**config.mk**
```make
export PLATFORM = sky130hd
export DESIGN_NAME = imem_arbiter
export DESIGN_NICKNAME = d
export VERILOG_FILES = /design/src/rtl/imem_arbiter_pkg.sv /design/src/rtl/imem_arbiter_pick.sv /design/src/rtl/imem_arbiter.sv
export SDC_FILE = /design/constraint.sdc
export NUM_CORES = 1
export LEC_CHECK = 0
export BUFFER_PORTS_ARGS = -buffer_cell sky130_fd_sc_hd__buf_2
export CAP_MARGIN = 20
export CORE_MARGIN = 2
export CORE_UTILIZATION = 39
export DETAILED_ROUTE_END_ITERATION = 8
export PLACE_DENSITY = 0.7
export SYNTH_ARGS = -nofsm -noshare
export SYNTH_HDL_FRONTEND = slang
export SYNTH_HIERARCHICAL = 1
export SYNTH_SLANG_ARGS = --single-unit
```
**constraint.sdc**
```tcl
create_clock -name clk -period 4.7 [get_ports clk]
set_input_delay 0.235 -clock clk [delete_from_list [all_inputs] [get_ports clk]]
set_output_delay 0.235 -clock clk [all_outputs]
set_load 0.02 [all_outputs]
```
**src/rtl/imem_arbiter_pkg.sv**
```systemverilog
// Shared definitions for the instruction-memory arbiter, the fetch stage and the loader.
// Holds the arbiter state encoding, the memory geometry and an address range helper.
package imem_arbiter_pkg;

    localparam int IMEM_DEPTH  = 64;
    localparam int IMEM_ADDR_W = 6;

    typedef enum logic [1:0] {
        IDLE   = 2'd0,
        FETCH  = 2'd1,
        LOAD   = 2'd2,
        LOCKED = 2'd3
    } arb_state_e;

    function automatic logic addr_in_range(input logic [31:0] addr, input int unsigned depth);
        return (addr < depth);
    endfunction

endpackage

```
**src/rtl/imem_arbiter_pick.sv**
```systemverilog
// Combinational grant selection for the instruction-memory arbiter.
// Fetch has priority unless the loader has been starved or holds the lock.
module imem_arb_pick
    import imem_arbiter_pkg::*;
#(
    parameter int CNT_W        = 3,
    parameter int STARVE_LIMIT = 4
) (
    input  arb_state_e       state_i,
    input  logic             f_req_i,
    input  logic             l_req_i,
    input  logic             l_lock_i,
    input  logic [CNT_W-1:0] starve_cnt_i,
    output logic             f_gnt_o,
    output logic             l_gnt_o,
    output arb_state_e       state_d_o
);

    localparam logic [CNT_W-1:0] LIMIT_C = CNT_W'(STARVE_LIMIT);

    logic       starved_s;
    arb_state_e load_next_s;

    assign starved_s   = (starve_cnt_i == LIMIT_C);
    assign load_next_s = l_lock_i ? LOCKED : LOAD;

    // Winner selection and the state that follows it
    always_comb begin
        f_gnt_o   = 1'b0;
        l_gnt_o   = 1'b0;
        state_d_o = IDLE;
        if (state_i == LOCKED) begin
            if (l_req_i) begin
                l_gnt_o   = 1'b1;
                state_d_o = load_next_s;
            end else if (l_lock_i) begin
                state_d_o = LOCKED;
            end else begin
                state_d_o = IDLE;
            end
        end else if (f_req_i && !(l_req_i && starved_s)) begin
            f_gnt_o   = 1'b1;
            state_d_o = FETCH;
        end else if (l_req_i) begin
            l_gnt_o   = 1'b1;
            state_d_o = load_next_s;
        end else begin
            state_d_o = IDLE;
        end
    end

endmodule

```
**src/rtl/imem_arbiter.sv**
```systemverilog
// Arbiter sharing the single-port instruction memory between fetch (read-only)
// and the loader/debug port (read/write), with starvation guard and loader lock.
module imem_arbiter
    import imem_arbiter_pkg::*;
#(
    parameter int DEPTH        = IMEM_DEPTH,
    parameter int ADDR_W       = IMEM_ADDR_W,
    parameter int STARVE_LIMIT = 4
) (
    input  logic              clk,
    input  logic              reset,
    input  logic              f_req,
    input  logic [ADDR_W-1:0] f_addr,
    output logic              f_gnt,
    output logic              f_rvalid,
    output logic [31:0]       f_rdata,
    input  logic              l_req,
    input  logic              l_we,
    input  logic              l_lock,
    input  logic [ADDR_W-1:0] l_addr,
    input  logic [31:0]       l_wdata,
    output logic              l_gnt,
    output logic              l_rvalid,
    output logic [31:0]       l_rdata,
    output logic              l_err,
    output logic [31:0]       mem_address,
    output logic [31:0]       mem_writeData,
    output logic              mem_memWrite,
    output logic              mem_memRead,
    input  logic [31:0]       mem_readData
);

    localparam int CNT_W = $clog2(STARVE_LIMIT + 1);
    localparam logic [CNT_W-1:0] LIMIT_C = CNT_W'(STARVE_LIMIT);

    arb_state_e       state_q, state_d;
    logic [CNT_W-1:0] starve_q, starve_d;
    logic [31:0]      addr_hold_q;
    logic             f_rvalid_q, l_rvalid_q, l_err_q;
    logic [31:0]      f_rdata_q, l_rdata_q;

    logic             pick_f_gnt_s, pick_l_gnt_s;
    logic             any_gnt_s, in_range_s, l_read_s;
    logic [31:0]      win_addr_s, rdata_s;

    imem_arb_pick #(
        .CNT_W        (CNT_W),
        .STARVE_LIMIT (STARVE_LIMIT)
    ) u_pick (
        .state_i      (state_q),
        .f_req_i      (f_req),
        .l_req_i      (l_req),
        .l_lock_i     (l_lock),
        .starve_cnt_i (starve_q),
        .f_gnt_o      (pick_f_gnt_s),
        .l_gnt_o      (pick_l_gnt_s),
        .state_d_o    (state_d)
    );

    // Reset forces every grant, and therefore every memory strobe, low at once
    assign f_gnt      = pick_f_gnt_s & ~reset;
    assign l_gnt      = pick_l_gnt_s & ~reset;
    assign any_gnt_s  = f_gnt | l_gnt;
    assign l_read_s   = l_gnt & ~l_we;
    assign win_addr_s = f_gnt ? 32'(f_addr) : 32'(l_addr);
    assign in_range_s = addr_in_range(win_addr_s, DEPTH);
    assign rdata_s    = in_range_s ? mem_readData : 32'h0000_0000;

    assign mem_address   = any_gnt_s ? win_addr_s : addr_hold_q;
    assign mem_writeData = l_wdata;
    assign mem_memWrite  = l_gnt & l_we & in_range_s;
    assign mem_memRead   = f_gnt | l_read_s;

    assign f_rvalid = f_rvalid_q;
    assign f_rdata  = f_rdata_q;
    assign l_rvalid = l_rvalid_q;
    assign l_rdata  = l_rdata_q;
    assign l_err    = l_err_q;

    // Starvation count saturates at the limit and clears when the loader wins or goes idle
    always_comb begin
        starve_d = '0;
        if (l_req && !l_gnt) begin
            if (starve_q == LIMIT_C) begin
                starve_d = starve_q;
            end else begin
                starve_d = starve_q + 1'b1;
            end
        end else begin
            starve_d = '0;
        end
    end

    // Arbiter state, starvation counter and registered read responses
    always_ff @(posedge clk or posedge reset) begin
        if (reset) begin
            state_q     <= IDLE;
            starve_q    <= '0;
            addr_hold_q <= 32'h0000_0000;
            f_rvalid_q  <= 1'b0;
            f_rdata_q   <= 32'h0000_0000;
            l_rvalid_q  <= 1'b0;
            l_rdata_q   <= 32'h0000_0000;
            l_err_q     <= 1'b0;
        end else begin
            state_q     <= state_d;
            starve_q    <= starve_d;
            addr_hold_q <= mem_address;
            f_rvalid_q  <= f_gnt;
            l_rvalid_q  <= l_read_s;
            l_err_q     <= l_gnt & ~in_range_s;
            if (f_gnt) begin
                f_rdata_q <= rdata_s;
            end
            if (l_read_s) begin
                l_rdata_q <= rdata_s;
            end
        end
    end

endmodule

```
==> results.txt, run 1 <==
The count of synthesis-stage warnings from yosys came out at 6. After synthesis, the largest family of logic cells by area is multiplexers. The final reports fail on negative hold slack. The design area came out at 5090 sq um. The final hold slack is -0.00103 ns. The clock-pin slew on the worst setup and hold paths came out at 0.10 ns. The worst setup path is captured at a flop. The number of sinks driven by the clock tree is 103.

The final count of pins violating max slew came to 0. The cell area after synthesis is 4270 sq um. On the critical path the largest part of the delay comes from simple AND/OR/NAND/NOR gates.

The analysis attributes to net switching a power of 0.715 mW. The relative contribution of sequential cells to total power came out at 0.485. The average instance area after synthesis came out at 14.7 sq um. The floorplan die area came out at 11800 sq um. In the post-synthesis netlist, the biggest area contributors are sky130_fd_sc_hd__dfrtp_1 60%, sky130_fd_sc_hd__mux2_4 10%, sky130_fd_sc_hd__mux2_2 9.2%. The power per cell area came out at 447 nW/um^2. Setup repair after global routing left no endpoint under its margin. The global-route congestion overflow total is 0. The maximum buffer depth of the clock tree came out at 2. In this run the clock root is driven by a sky130_fd_sc_hd__clkbuf_8.

The number of violations reported at the end of detailed-routing iteration 0 is 95. The die height came out at 109 um. Of the post-synthesis cell area, the dominant cell type holds 0.604. The number of buffers added to fix hold violations after cts is 0. The maximum fanout count along the critical path came out at 33. The count of pins on the block boundary is 217. The detailed-route DRC error count came out at 0. The global placer's final weighted congestion came out at 0.732. Using the TritonRoute via totals, the vias-per-cell ratio works out to 4.60. After detailed routing, the average wire length per cell comes to 14.9 um. Counting both buffers and inverters, the worst setup path holds a total of 0. The total count of hold-check failures in the final report was 9. TritonCTS built the clock tree. The post-CTS setup buffer count came out at 0.

The largest voltage drop on the vdd net came out at 0.000185 V. The maximum single-stage delay on the critical path came out at 0.76 ns. At the end of the flow, the number of nets in the layout was 496. The internal power summed over all cells is 1.56 mW. The count of cell types in the netlist is 30. The library cells used most frequently in the layout, excluding fill and tap cells, are 151 x sky130_fd_sc_hd__buf_2, 103 x sky130_fd_sc_hd__dfrtp_1, 35 x sky130_fd_sc_hd__mux2_2. The placed standard-cell area came out at 4860 sq um. The die extent in x came out at 109 um. The number of vias in the routed layout came out at 2560.

The number of clock buffers added by TritonCTS is 9. The ratio of final minimum period to clock period is 0.591. The proportion of synthesized chip area in sequential cells came out at 0.604.

The count of filler cells inserted in the layout came out at 984. The critical path goes through nand4bb_1, a21boi_0, nand2b_1, nor2_8, mux2_2. The post-synthesis compound-gate area fraction is 0.0217. The slowest stage of the critical path belongs to the cell sky130_fd_sc_hd__nor2_8. The share of total power dissipated in the clock network is 0.249.

The clock latency of the later-clocked register in the worst-skew pair came out at 0.36 ns. The flow ran to the end, but the final reports show violations. The initial antenna violation count was 0. From synthesis to final layout, the design area changed by 19.2%.

The final critical-path required period is 2.78 ns. The wire length on met1 is 3.56 mm. The type of the setup path with the least slack is reg -> reg. The placed wire-length estimate after detailed placement came out at 5.87 mm. The count of antenna-violating nets left after detailed routing came out at 0. The fraction of synthesized area in multiplexers came out at 0.209. The layout cell share with drive strength beyond 1 came out at 0.571. The maximum clock frequency is 360 MHz. The repair_antennas step left the layout with diodes totalling 0. The first-pass detailed-route iteration total came out at 4. The max-slew headroom at the worst pin is 0.478. The routed design uses 782 um of met3 wire. The switching share of power is 0.315. Once layout is complete, the cells apart from fillers number 557. The area of the core came out at 10700 sq um.

After technology mapping, the gate count stands at 291. The CTS H-tree depth is 3. In this run, post-CTS repair resized a total of 0 instances. The overall fraction of global-route tracks in use is 0.144. The xor and xnor fraction of the mapped netlist area is 0.00205.

The path class of the tightest hold or removal check is in -> async. The final clock skew came out at 0.0114 ns. The transition at the pin with the smallest max-transition slack came out at 0.784 ns.

The post-synthesis share of cell area spent on and, or, nand and nor gates came out at 0.0674. The number of flip-flops and latches in the synthesized netlist came out at 103. The first global-routing pass estimated 13.1 mm of wire.

The count of maximum capacitance violations came out at 0. The via count of the first global-routing pass was 2586. The largest total area in the synthesized netlist belongs to sky130_fd_sc_hd__dfrtp_1. The post-synth net total came out at 375. In this run the tool buffered the top-level ports with 151 buffer cells. The fraction of power consumed by combinational cells is 0.265. The data arrival at the endpoint of the critical path is 3.02 ns.

The topmost layer with routed signal wires is met4. The effective utilization at floorplan came out at 0.397. The static power due to leakage came out at 2.67 nW.

Leaving out fill and tap cells, the most frequent cell in the layout is sky130_fd_sc_hd__buf_2. The cell count after placement is 540. The required time at the endpoint of the critical path came out at 4.94 ns. The row count is 38.

The maximum number of pins on one net before global-route repair is 57. The setup violation total in the final timing report came out at 0. The final wirelength is 8.33 mm. The final sum of negative setup slack is 0 ns.

The share of synthesized cell area in full adder, half adder and majority cells is 0.00587. The type of element launching the critical path is a flop. The detailed-routed wire length on met2 came out at 3.81 mm.
==> stage by stage <==
step | power [mW] | setup WS, ns | util
3_3_place_gp | 1.71 | 2.06 | 0.452
2_1_floorplan | 1.56 | 1.05 | -
3_5_place_dp | 1.73 | 1.91 | 0.452
5_1_grt | 2.41 | 1.74 | 0.473
6_report | 2.27 | 1.92 | 0.473
4_1_cts | 2.30 | 1.80 | 0.471
==> routing by layer <==
| metal | track usage | vias up |
|---|---|---|
| met3 | 0.0518 | 21 |
| li1 | - | 1176 |
| met2 | 0.225 | 124 |
| met5 | 0 | - |
| met1 | 0.181 | 1239 |
| met4 | 0.0614 | 0 |
==> cells by family after synthesis <==
family                   count (synthesis)
AO/OA/AOI/OAI                           16
XOR/XNOR                                 1
adder cells (fa/ha/maj)                  2
buffers and inverters                   50
flip-flops                             103
multiplexers                            70
other                                    1
AND/OR/NAND/NOR                         48
==> path summary, 6_finish.rpt <==
| check | slack, ns | start | depth (start not counted) | endpoint |
|---|---|---|---|---|
| min | -0.001 | reset | 2 | l_rdata[16] |
| max reg2reg | 1.92 | starve_q[0] | 5 | l_rdata[27] |
| min in group clk | 0.11 | mem_readData[29] | 2 | l_rdata[29] |
| max | 1.92 | starve_q[0] | 5 | l_rdata[27] |
| max in group asynchronous | 3.63 | reset | 3 | l_rvalid |
| min reg2reg | 0.48 | addr_hold_q[24] | 1 | addr_hold_q[24] |
==> Yosys cell counts <==
| library cell | number |
|---|---|
| sky130_fd_sc_hd__a31oi_1 | 1 |
| sky130_fd_sc_hd__nor2_1 | 10 |
| sky130_fd_sc_hd__nand2_1 | 4 |
| sky130_fd_sc_hd__ha_1 | 2 |
| sky130_fd_sc_hd__mux2_4 | 29 |
| sky130_fd_sc_hd__nor2_8 | 1 |
| sky130_fd_sc_hd__nand3_1 | 1 |
| sky130_fd_sc_hd__nand4bb_1 | 1 |
| sky130_fd_sc_hd__mux2_2 | 35 |
| sky130_fd_sc_hd__dfrtp_1 | 103 |
| sky130_fd_sc_hd__o21ai_1 | 1 |
| sky130_fd_sc_hd__a21bo_2 | 1 |
| sky130_fd_sc_hd__clkbuf_1 | 2 |
| sky130_fd_sc_hd__and4bb_1 | 1 |
| sky130_fd_sc_hd__mux2i_1 | 6 |
| sky130_fd_sc_hd__conb_1 | 1 |
| sky130_fd_sc_hd__buf_4 | 36 |
| sky130_fd_sc_hd__a21boi_0 | 2 |
| sky130_fd_sc_hd__and2_1 | 26 |
| sky130_fd_sc_hd__o21ai_0 | 1 |
| sky130_fd_sc_hd__o22ai_1 | 1 |
| sky130_fd_sc_hd__xnor2_1 | 1 |
| sky130_fd_sc_hd__inv_1 | 6 |
| sky130_fd_sc_hd__and3_1 | 1 |
| sky130_fd_sc_hd__buf_6 | 1 |
| sky130_fd_sc_hd__buf_12 | 3 |
| sky130_fd_sc_hd__buf_2 | 2 |
| sky130_fd_sc_hd__nand2b_1 | 2 |
| sky130_fd_sc_hd__nor3_1 | 1 |
| sky130_fd_sc_hd__a21oi_1 | 9 |
==> registers in the layout, summed over array words and instances (netlist names) <==
| signal | cells |
|---|---|
| l_rdata | 32 |
| f_rdata | 32 |
| starve_q | 3 |
| f_rvalid | 1 |
| l_rvalid | 1 |
| addr_hold_q | 32 |
| state_q | 2 |
==> power groups by stage <==
stage,clock network (mW),registers [mW],logic (mW)
finish,0.567,1.10,0.603
global route,0.632,1.12,0.651
detailed placement,0,1.12,0.610
CTS,0.588,1.10,0.610
floorplan,0,1.28,0.279
global placement,0,1.11,0.596
==> layout make-up <==
cell class	instances	area, sq um	share of cell area
sequential	103	2580	0.507
multi-input combinational	138	1310	0.258
timing repair buffer	154	791	0.155
tap	140	175	0.0344
clock buffer	10	138	0.0271
clock inverter	6	70.1	0.0138
inverter	6	25.0	0.00492
No activity file was read; power rests on OpenSTA's default activity.
==> inputs of run 2 (changes only) <==
--- a/config.mk
+++ b/config.mk
@@ -5,12 +5,13 @@
 export SDC_FILE = /design/constraint.sdc
 export NUM_CORES = 1
 export LEC_CHECK = 0
+export ABC_AREA = 1
 export BUFFER_PORTS_ARGS = -buffer_cell sky130_fd_sc_hd__buf_2
 export CAP_MARGIN = 20
 export CORE_MARGIN = 2
 export CORE_UTILIZATION = 39
 export DETAILED_ROUTE_END_ITERATION = 8
-export PLACE_DENSITY = 0.7
+export PLACE_DENSITY = 0.73
 export SYNTH_ARGS = -nofsm -noshare
 export SYNTH_HDL_FRONTEND = slang
 export SYNTH_HIERARCHICAL = 1
==> constraint.sdc (replaced) <==
create_clock -name clk -period 2.3 [get_ports clk]
set_input_delay 0.115 -clock clk [delete_from_list [all_inputs] [get_ports clk]]
set_output_delay 0.115 -clock clk [all_outputs]
set_load 0.02 [all_outputs]
==> run 2 against run 1 <==
  * The flow now finishes without violations
  * Sequential power up 100%
  * Global-route usage grew 2.1 points
  * Clock skew is 0.0021 ns lower
  * Worst setup slack worse by 1.7 ns
  * Final area is 8.3% higher
  * First-iteration DRC count grew 120%
  * Clock power is 100% higher
  * Register-to-register slack worse by 1.3 ns
  * Flip-flop and latch count unchanged
  * Non-clock buffer count is 38 higher
  * Synthesized area increased by 1.1%
  * Sequential share of layout area fell by 3.9 points
  * Critical endpoint is now mem_address[4]
  * Largest power group unchanged
==> results.txt, run 2 <==
The area share of the largest cell type after synthesis came out at 0.598 (was 0.604). The floorplan die area is 11900 sq um (was 11800 sq um). The cell area after synthesis came to 4310 sq um (was 4270 sq um). The number of vias in the routed layout is 3361 (was 2560). Setup repair after global routing missed its margin: false (unchanged). The number of flip-flops and latches in the synthesized netlist came out at 103 (unchanged). The placed wire-length estimate after detailed placement is 6.72 mm (was 5.87 mm).

The final hold slack is 0.0239 ns (was -0.00103 ns). The leading area contributor after synthesis is sky130_fd_sc_hd__dfrtp_1 (unchanged). The TritonCTS clock tree is done (unchanged).

The worst hold path begins at mem_readData[28]. The worst-case reg-to-reg path depth is 9 (was 5). The die extent in x came out at 109 um (about the same). The final sum of negative setup slack was 0 ns (unchanged). Cells taking the most area after synthesis: sky130_fd_sc_hd__dfrtp_1 60%, sky130_fd_sc_hd__nand2_1 8.3%, sky130_fd_sc_hd__inv_1 7.2% (was sky130_fd_sc_hd__dfrtp_1 60%, sky130_fd_sc_hd__mux2_4 10%, sky130_fd_sc_hd__mux2_2 9.2%). The clock root buffer was sky130_fd_sc_hd__clkbuf_8 (unchanged). Cell Chain, Critical Path: nor2_1, nand2_1, nand2_2, clkinvlp_4, nand2_8, nand2_8, inv_2, nand2_1, nand2_1, buf_2 (was nand4bb_1, a21boi_0, nand2b_1, nor2_8, mux2_2).

The final wirelength came out at 9.96 mm (was 8.33 mm). Counting stages on the worst path, the most repeated cell is sky130_fd_sc_hd__nand2_1. The layout cell share with drive strength beyond 1 is 0.330 (was 0.571). The number of cells on the worst hold path is 3. The leading cell type in the layout, fill and taps excluded was sky130_fd_sc_hd__buf_2 (unchanged). The design area came out at 5510 sq um (was 5090 sq um). The data arrival at the endpoint of the critical path came out at 2.00 ns (was 3.02 ns). The total inserted antenna cells is 0 (unchanged). The maximum clock frequency is 473 MHz. The slowest cell on the critical path is sky130_fd_sc_hd__dfrtp_1 (was sky130_fd_sc_hd__nor2_8). The CTS H-tree depth was 3 (unchanged). The transition at the pin with the smallest max-transition slack came out at 0.566 ns (was 0.784 ns). The placed standard-cell area came out at 4890 sq um (was 4860 sq um). The detailed-route DRC error count is 0 (unchanged). The most used flip-flop cell after synthesis is sky130_fd_sc_hd__dfrtp_1 (unchanged). The count of maximum capacitance violations came out at 0 (unchanged). The count of antenna-violating nets left after detailed routing came out at 0 (unchanged). The per-cell via count in the routed design is 4.45 (was 4.60). The post-synth net total was 540 (was 375).

The count of flip-flops with a built-in enable after synthesis is 0 (unchanged). The type of the setup path with the least slack is reg -> out (was reg -> reg). The clock latency of the later-clocked register in the worst-skew pair is 0.37 ns (was 0.36 ns). The static power due to leakage was 3.09 nW (was 2.67 nW). The maximum single-stage delay on the critical path is 0.43 ns (was 0.76 ns). The maximum buffer depth of the clock tree is 2 (unchanged). The final standard cell utilization of the core was 0.510 (was 0.473). The number of nets in the layout came out at 694 (was 496). Subtracting the final worst setup slack from the clock period gives 2.11 ns.

Outcome: complete, no violations (was finished with violations). Commonest cells after routing, fill and taps aside: 151 x sky130_fd_sc_hd__buf_2, 103 x sky130_fd_sc_hd__dfrtp_1, 94 x sky130_fd_sc_hd__nand2_1 (was 151 x sky130_fd_sc_hd__buf_2, 103 x sky130_fd_sc_hd__dfrtp_1, 35 x sky130_fd_sc_hd__mux2_2). The critical register-to-register path endpoint is l_rdata[17] (was l_rdata[27]). The number of clock buffers inserted by TritonCTS is 9 (unchanged).

The flop-to-flop setup slack came out at 0.63 ns (was 1.92 ns). The max-slew headroom at the worst pin is 0.622 (was 0.478). The row count is 38 (unchanged). The global-route congestion overflow total is 0 (unchanged). The area of the core is 10800 sq um (was 10700 sq um). The count of cell types in the netlist came out at 24 (was 30). The per-cell routed wire length came out at 13.2 um (was 14.9 um). The average instance area after synthesis is 9.46 sq um (was 14.7 sq um). The critical register-to-register path startpoint is starve_q[1] (was starve_q[0]). The count of input and output buffers came out at 151 (unchanged). The clock-pin slew on the worst setup and hold paths was 0.10 ns (about the same). The first-pass GRT wire length came out at 15.0 mm (was 13.1 mm). The initial antenna violation count came out at 0 (unchanged). The path with the worst hold slack has its endpoint at l_rdata[28]. The share of synthesized registers carrying an async set or reset is 1.00 (unchanged). The required time at the endpoint of the critical path was 2.18 ns (was 4.94 ns). The type of element launching the critical path is a flop (unchanged).

The global placer's final weighted congestion is 0.781 (was 0.732). The proportion of synthesized chip area in sequential cells is 0.598 (was 0.604). The setup violation total in the final timing report is 0 (unchanged).

The total count of hold-check failures in the final report came out at 0 (was 9). The effective utilization at floorplan came out at 0.400 (was 0.397). The area growth from synthesis to layout is 27.7% (was 19.2%). The final count of pins violating max slew is 0 (unchanged).

The most frequent cell after synthesis is sky130_fd_sc_hd__dfrtp_1 (unchanged). The largest voltage drop on the vdd net came out at 0.000534 V (was 0.000185 V). The count of pins on the block boundary is 217 (unchanged). The die height came to 109 um (about the same). The maximum number of pins on one net before global-route repair came out at 56 (was 57).

The critical path endpoint category is an output port (was flop). The number of violations reported at the end of detailed-routing iteration 0 is 205 (was 95). The ratio of final minimum period to clock period is 0.919.

Most frequent cells after synthesis: 103 x sky130_fd_sc_hd__dfrtp_1, 95 x sky130_fd_sc_hd__nand2_1, 83 x sky130_fd_sc_hd__inv_1 (was 103 x sky130_fd_sc_hd__dfrtp_1, 36 x sky130_fd_sc_hd__buf_4, 35 x sky130_fd_sc_hd__mux2_2). The count of filler cells inserted in the layout was 969 (was 984). The type of the tightest min-delay check was in -> reg (was in -> async). The final clock skew came out at 0.00936 ns (was 0.0114 ns). The number of sinks driven by the clock tree was 103 (unchanged). The via count of the first global-routing pass is 3205 (was 2586). The number of instances in the synthesized netlist is 456 (was 291). The count of synthesis-stage warnings from yosys is 6 (unchanged). The overall fraction of global-route tracks in use came to 0.165 (was 0.144). The first-pass detailed-route iteration total is 4 (unchanged). The power per cell area came out at 817 nW/um^2 (was 447 nW/um^2). The maximum fanout count along the critical path came out at 17 (was 33).
==> run 2: cell types whose count changed after synthesis, sizes merged, moves of 2 or more <==
| cell | before | now |
|---|---|---|
| nand3 | 1 | 14 |
| and2 | 26 | 0 |
| o21ai | 2 | 65 |
| a21oi | 9 | 4 |
| nand2b | 2 | 0 |
| clkbuf | 2 | 4 |
| buf | 42 | 47 |
| inv | 6 | 84 |
| nor2 | 11 | 31 |
| a21boi | 2 | 0 |
| mux2i | 6 | 0 |
| nand2 | 4 | 99 |
| mux2 | 64 | 0 |
==> run 2: area by class of cell <==
class / count / area (sq um) / area share
clock buffer: 9 / 124 / 0.0225
inverter: 84 / 322 / 0.0584
clock inverter: 7 / 81.3 / 0.0148
timing repair buffer: 192 / 1160 / 0.210
tap: 140 / 175 / 0.0318
sequential: 103 / 2580 / 0.468
multi-input combinational: 220 / 1070 / 0.195
==> run 2: cell families (layout without fill, tap and decap cells) <==
kind of cell,after synthesis,in the layout,synth area share
AO/OA/AOI/OAI,69,69,0.0931
XOR/XNOR,1,1,0.00203
adder cells (fa/ha/maj),2,2,0.00580
buffers and inverters,135,292,0.164
flip-flops,103,103,0.598
other,1,1,0.000869
AND/OR/NAND/NOR,145,147,0.136
==> run 2: metal layers <==
layer | vias up | wire length [um] | track usage
met3 | 24 | 856 | 0.0747
met4 | 0 | 163 | 0.0540
met2 | 124 | 4850 | 0.274
li1 | 1652 | - | -
met1 | 1561 | 4080 | 0.190
met5 | - | 0 | 0
==> run 2: worst max path at each step <==
stage,startpoint,endpoint,slack (ns),cells past startpoint
2_1_floorplan,reset,mem_address[2],0.52,6
3_3_place_gp,starve_q[2],mem_address[1],0.29,11
3_5_place_dp,state_q[1],mem_address[4],0.18,9
4_1_cts,starve_q[1],mem_address[4],0.002,9
5_1_grt,starve_q[1],mem_address[2],0.006,10
6_report,starve_q[1],mem_address[4],0.19,10
==> run 2: where the power goes <==
group / switching, mW / total (mW) / internal, mW
clock: 0.646 / 1.16 / 0.514
sequential: 0.145 / 2.21 / 2.07
combinational: 0.734 / 1.13 / 0.396
total: 1.52 / 4.50 / 2.98
==> run 2: repair_timing <==
action / in CTS / in global routing
hold buffers: 33 / 0
endpoints found under the hold margin: 67 / 0
endpoints found under the setup margin: 33 / 7
setup buffers: 1 / 2
gates cloned: 1 / 1
pin swaps: 2 / 1
gates resized for setup: 3 / 6
==> run 2: through the flow <==
step	setup slack [ns]	cells	power [mW]
after global routing	0.00627	755	4.77
after detailed placement	0.175	701	3.31
after CTS	0.00191	752	4.54
final	0.185	755	4.50
after global placement	0.288	701	3.27
after floorplan	0.522	456	3.00
==> run 2: worst max-delay path: cells and delay by family (launching register included) <==
family | cells | cell delay [ns]
AND/OR/NAND/NOR | 7 | 0.76
buffers and inverters | 3 | 0.44
flip-flops | 1 | 0.43
